`config.mk`:
```
export PLATFORM = sky130hd
export DESIGN_NAME = fwd_hazard_unit
export DESIGN_NICKNAME = d
export VERILOG_FILES = /design/src/rtl/fwd_hazard_unit.sv
export SDC_FILE = /design/constraint.sdc
export NUM_CORES = 1
export LEC_CHECK = 0
export CORE_ASPECT_RATIO = 0.8
export CORE_MARGIN = 5
export CORE_UTILIZATION = 55
export CTS_CLUSTER_SIZE = 10
export DETAILED_ROUTE_END_ITERATION = 8
export PLACE_DENSITY = 0.93
export SLEW_MARGIN = 40
export SYNTH_ARGS = -nofsm -noshare
export SYNTH_HDL_FRONTEND = slang
export SYNTH_SLANG_ARGS = --single-unit
```
`constraint.sdc`:
```
create_clock -name clk_i -period 7.6 [get_ports clk_i]
set_clock_uncertainty 0.15 [all_clocks]
set_input_delay 1.14 -clock clk_i [delete_from_list [all_inputs] [get_ports clk_i]]
set_output_delay 1.14 -clock clk_i [all_outputs]
set_load 0.005 [all_outputs]
```
`src/rtl/fwd_hazard_unit.sv`:
```
// Forwarding-select and decode-stall unit with a long-latency scoreboard.
// Optional stall statistics are enabled with `define FWD_STALL_STATS_EN.
module fwd_hazard_unit #(
    parameter int NUM_SRC    = 2,
    parameter int NUM_STAGES = 2,
    parameter int AW         = 5,
    parameter int MAX_OUT    = 4,
    localparam int SELW      = $clog2(NUM_STAGES + 1),
    localparam int CW        = $clog2(MAX_OUT + 1)
) (
    input  logic                       clk_i,
    input  logic                       rst_i,
    input  logic [NUM_SRC*AW-1:0]      rs_i,
    input  logic [NUM_SRC-1:0]         rs_used_i,
    input  logic                       issue_valid_i,
    input  logic                       issue_reg_write_i,
    input  logic [AW-1:0]              issue_rd_i,
    input  logic                       issue_long_i,
    input  logic [NUM_STAGES-1:0]      stage_reg_write_i,
    input  logic [NUM_STAGES*AW-1:0]   stage_rd_i,
    input  logic [NUM_STAGES-1:0]      stage_ready_i,
    input  logic                       long_done_i,
    input  logic [AW-1:0]              long_rd_i,
    input  logic                       flush_i,
    output logic [NUM_SRC*SELW-1:0]    fwd_sel_o,
    output logic                       stall_o,
`ifdef FWD_STALL_STATS_EN
    output logic [31:0]                stall_cnt_o,
    output logic [2:0]                 stall_cause_o,
`endif
    output logic [CW-1:0]              outstanding_o
);

    localparam int NREG = 2 ** AW;

    logic [NREG-1:0]           pending_q, pending_d;
    logic [CW-1:0]             cnt_q, cnt_d;
    logic [NUM_SRC*SELW-1:0]   fwd_sel;
    logic                      lu_haz, raw_haz, waw_haz, full_haz;
    logic                      stall_raw;
    logic                      accept, long_acc, done_ok;

    // Per-source bypass search: youngest matching stage wins, and a
    // not-ready winner blocks any fall-through to older stages.
    always_comb begin
        logic [AW-1:0]   rs_v;
        logic [SELW-1:0] sel_v;
        logic            found_v;
        fwd_sel = '0;
        lu_haz  = 1'b0;
        raw_haz = 1'b0;
        for (int p = 0; p < NUM_SRC; p++) begin
            rs_v    = rs_i[p*AW +: AW];
            sel_v   = '0;
            found_v = 1'b0;
            if (rs_used_i[p] && rs_v != '0) begin
                for (int s = 0; s < NUM_STAGES; s++) begin
                    if (!found_v && stage_reg_write_i[s] &&
                        stage_rd_i[s*AW +: AW] != '0 &&
                        stage_rd_i[s*AW +: AW] == rs_v) begin
                        found_v = 1'b1;
                        sel_v   = SELW'(s + 1);
                        if (!stage_ready_i[s]) lu_haz = 1'b1;
                    end
                end
                if (pending_q[rs_v]) raw_haz = 1'b1;
            end
            fwd_sel[p*SELW +: SELW] = sel_v;
        end
    end

    assign waw_haz   = issue_reg_write_i && (issue_rd_i != '0) && pending_q[issue_rd_i];
    assign full_haz  = issue_long_i && (cnt_q == CW'(MAX_OUT));
    assign stall_raw = issue_valid_i && (lu_haz || raw_haz || waw_haz || full_haz);

    assign stall_o       = rst_i ? 1'b0 : stall_raw;
    assign fwd_sel_o     = rst_i ? '0 : fwd_sel;
    assign outstanding_o = cnt_q;

    assign accept   = issue_valid_i && !stall_raw && !flush_i;
    assign long_acc = accept && issue_long_i;
    // A completion with nothing outstanding is spurious and dropped whole.
    assign done_ok  = long_done_i && (cnt_q != '0);

    always_comb begin
        pending_d = pending_q;
        cnt_d     = cnt_q;
        if (flush_i) begin
            pending_d = '0;
            cnt_d     = '0;
        end else begin
            if (done_ok) pending_d[long_rd_i] = 1'b0;
            if (long_acc && issue_reg_write_i && issue_rd_i != '0)
                pending_d[issue_rd_i] = 1'b1;
            case ({long_acc, done_ok})
                2'b10:   cnt_d = cnt_q + CW'(1);
                2'b01:   cnt_d = cnt_q - CW'(1);
                default: cnt_d = cnt_q;
            endcase
        end
    end

    always_ff @(posedge clk_i or posedge rst_i) begin
        if (rst_i) begin
            pending_q <= '0;
            cnt_q     <= '0;
        end else begin
            pending_q <= pending_d;
            cnt_q     <= cnt_d;
        end
    end

`ifdef FWD_STALL_STATS_EN
    logic [31:0] stall_cnt_q, stall_cnt_d;
    logic [2:0]  stall_cause_q, stall_cause_d;

    always_comb begin
        stall_cnt_d   = stall_cnt_q;
        stall_cause_d = stall_cause_q;
        if (stall_o) begin
            if (stall_cnt_q != 32'hFFFF_FFFF) stall_cnt_d = stall_cnt_q + 32'd1;
            stall_cause_d = {full_haz, waw_haz, lu_haz | raw_haz};
        end
    end

    always_ff @(posedge clk_i or posedge rst_i) begin
        if (rst_i) begin
            stall_cnt_q   <= '0;
            stall_cause_q <= '0;
        end else begin
            stall_cnt_q   <= stall_cnt_d;
            stall_cause_q <= stall_cause_d;
        end
    end

    assign stall_cnt_o   = stall_cnt_q;
    assign stall_cause_o = stall_cause_q;
`endif

endmodule
```
==> impl_results.md <==
- I/O pins: 51
- Total GRT Usage: 26.1%
- Detailed-router iteration count before antenna repair: 6
- Worst Setup End Kind: primary output
- WL/cell: 20.6 um
- Mapped Cells: 326
- Status: completed
- Gpl congestion: 0.927
- Critical path endpoint: stall_o
- Combinational family with the most area after synthesis: simple AND/OR/NAND/NOR gates
- Worst hold-check path type: flip-flop to flip-flop
- Final Hold Viols: 0
- Total negative slack: 0 ns
- Netlist cell types: 50
- Global-route wire length before repair: 14900 um
- RSZ-0062 raised after global routing: no
- R2R Path Start: pending_q[11]
- Most frequent cells in the layout: o21ai_0, clkdlybuf4s50_1, nor2b_1, dfrtp_1, mux4_2
- #FFs+latches synth: 35
- DR iter-0 viols: 357
- Synthesized area per cell: 9.48 um2
- R2R depth: 10
- Htree depth: 2
- FFs w/ async S/R, synth: 100%
- Via count: 2980
- Core Util, Final: 67.9%
- Pwr dens: 146 nW/um2
- Post-synthesis mux area share: 19.4%
- R2R Setup Slk: 4.19 ns
- Clock sink count: 35
- Leakage: 1.40 nW
- Placed Cells: 436
- Fmax: 180 MHz
- Synth Area in Compound Gates: 20.0%
- Initial antenna violation count: 0
- Simple-gate share of the synthesized area: 21.7%
- Post-synth EDFFs: 0
- Die footprint: 7230 um2
- Slew margin rel.: 48.2%
- Final instance area: 3710 um2
- Vias in the first global route: 2868
- Worst Max-Slew Pin Slew: 0.770 ns
- CTS Root Cell: clkbuf_8
- Cell Area, Synth: 3090 um2
- Tmin final: 5.55 ns
- Number of diodes: 0
- Worst-skew pair later-pin latency: 0.30 ns
- Setup Buffers After CTS: 0
- Max-Cap Viols: 0
- Critical Path RT: 6.31 ns
- Synth Flop Type: dfrtp_1
- FP Rows: 24
- Post-DP HPWL: 6670 um
- Syn Nets: 370
- Clock Tree Buf Depth: 2
- Final std cells w/o fill: 444
- Crit path kind: input pin to primary output
- Cts hold-fix bufs: 0
- XOR/XNOR Fraction of Synth Area: 5.95%
- Fillers: 443
- Worst hold slack: 0.436 ns
- Core Region: 5470 um2
- Largest net degree at the start of global routing: 44
- Synth warn: 0
- Crit share post-route: 73.0%
- Crit path launch: rs_i[0]
- Dpl cell area: 3600 um2
- CTS buffer count: 5
- Final setup viols: 0
- P&R area growth vs syn: 20.2%
- Aggregate global routing overflow: 0
- VDD IR max: 0.102 mV
- Layout cell share with drive strength beyond 1: 10.9%
- Post-DR vias/cell: 6.71
- Final nets: 409
- Commonest non-fill, non-tap cell in the layout: o21ai_0
- Slew Limit Fails: 0
- WP data arrival: 4.26 ns
- Critical path startpoint category: input pin
- CTS tree: done
- Final WL: 9150 um
- Post-DRT Antenna Nets: 0
- Height of the die: 77.0 um
- Post-CTS Resized: 0
- Clk pin slew, worst setup/hold paths: 0.08 ns
- DRC: 0
- Width of the die: 93.8 um
- Initial core utilization: 56.5%
- R2R Path End: outstanding_o[2]
- Sequential share of the synthesized area: 28.4%
- Buffers on Ports: 50
- Adder-cell area share of the yosys netlist: 0.648%
- CP max FO: 12
- Hold Crit Depth: 1
[per-layer routing]
metal / vias up / wire length, um / global-route usage [%]
met5: - / 0 / 0
met4: 0 / 138 / 7.36
met3: 17 / 1200 / 5.48
met2: 205 / 4130 / 39.1
met1: 1445 / 3670 / 38.3
li1: 1313 / - / -
[worst min path at each step]
| stage | to | slack [ns] | from |
|---|---|---|---|
| 2_1_floorplan | pending_q[0] | 0.39 | pending_q[0] |
| 3_3_place_gp | pending_q[0] | 0.42 | pending_q[0] |
| 3_5_place_dp | pending_q[0] | 0.42 | pending_q[0] |
| 4_1_cts | pending_q[0] | 0.44 | pending_q[0] |
| 5_1_grt | pending_q[0] | 0.46 | pending_q[0] |
| 6_report | pending_q[0] | 0.44 | pending_q[0] |
[worst max-delay path, cell delays in order]
cell	delay, ns
clkdlybuf4s50_1	0.85
mux4_1	0.63
mux2_2	0.28
a22oi_1	0.22
nor4b_1	0.12
a211o_1	0.32
o211a_1	0.23
clkdlybuf4s50_1	0.46
[Yosys cell counts (6+ instances only)]
cell,instances,area [um2]
xnor2_1,14,123
nand3_1,11,55.1
buf_2,6,30.0
xor2_1,7,61.3
clkbuf_1,11,41.3
nor3_1,7,35.0
nand2_1,16,60.1
nor2b_1,37,231
o31ai_1,8,60.1
nand3b_1,9,67.6
mux2i_1,10,100
nor2_1,12,45.0
dfrtp_1,35,876
o21ai_0,53,265
mux4_2,19,428
[logic make-up (layout without fill, tap and decap cells)]
kind of cell | after synthesis | count (layout)
compound gates | 95 | 95
flops | 35 | 35
mux | 34 | 34
fa+ha+maj | 1 | 1
buf+inv | 24 | 64
xor+xnor | 21 | 21
simple gates | 116 | 116
[cell type report]
type / count / area [um2] / area share [%]
clock buffers: 5 / 68.8 / 1.85
clock inverters: 3 / 47.5 / 1.28
inverters: 4 / 15.0 / 0.404
multi-input cells: 267 / 2090 / 56.4
flip-flops and latches: 35 / 876 / 23.6
well taps: 78 / 97.6 / 2.63
repair buffers: 52 / 515 / 13.9
[power breakdown]
group | switching, mW | internal [mW]
clock | 0.0774 | 0.0994
combinational | 0.0847 | 0.0767
sequential | 0.0114 | 0.193
total | 0.174 | 0.369
[registers in the layout, summed over array words and instances (netlist names)]
name / cells
pending_q: 32
outstanding_o: 3
[stage by stage]
stage / power, mW / setup WS (ns)
global placement: 0.358 / 2.11
finish: 0.543 / 2.05
detailed placement: 0.367 / 2.06
CTS: 0.544 / 2.04
global route: 0.568 / 1.89
floorplan: 0.299 / 3.56
Note: power is estimated with default switching activity, not from simulation.
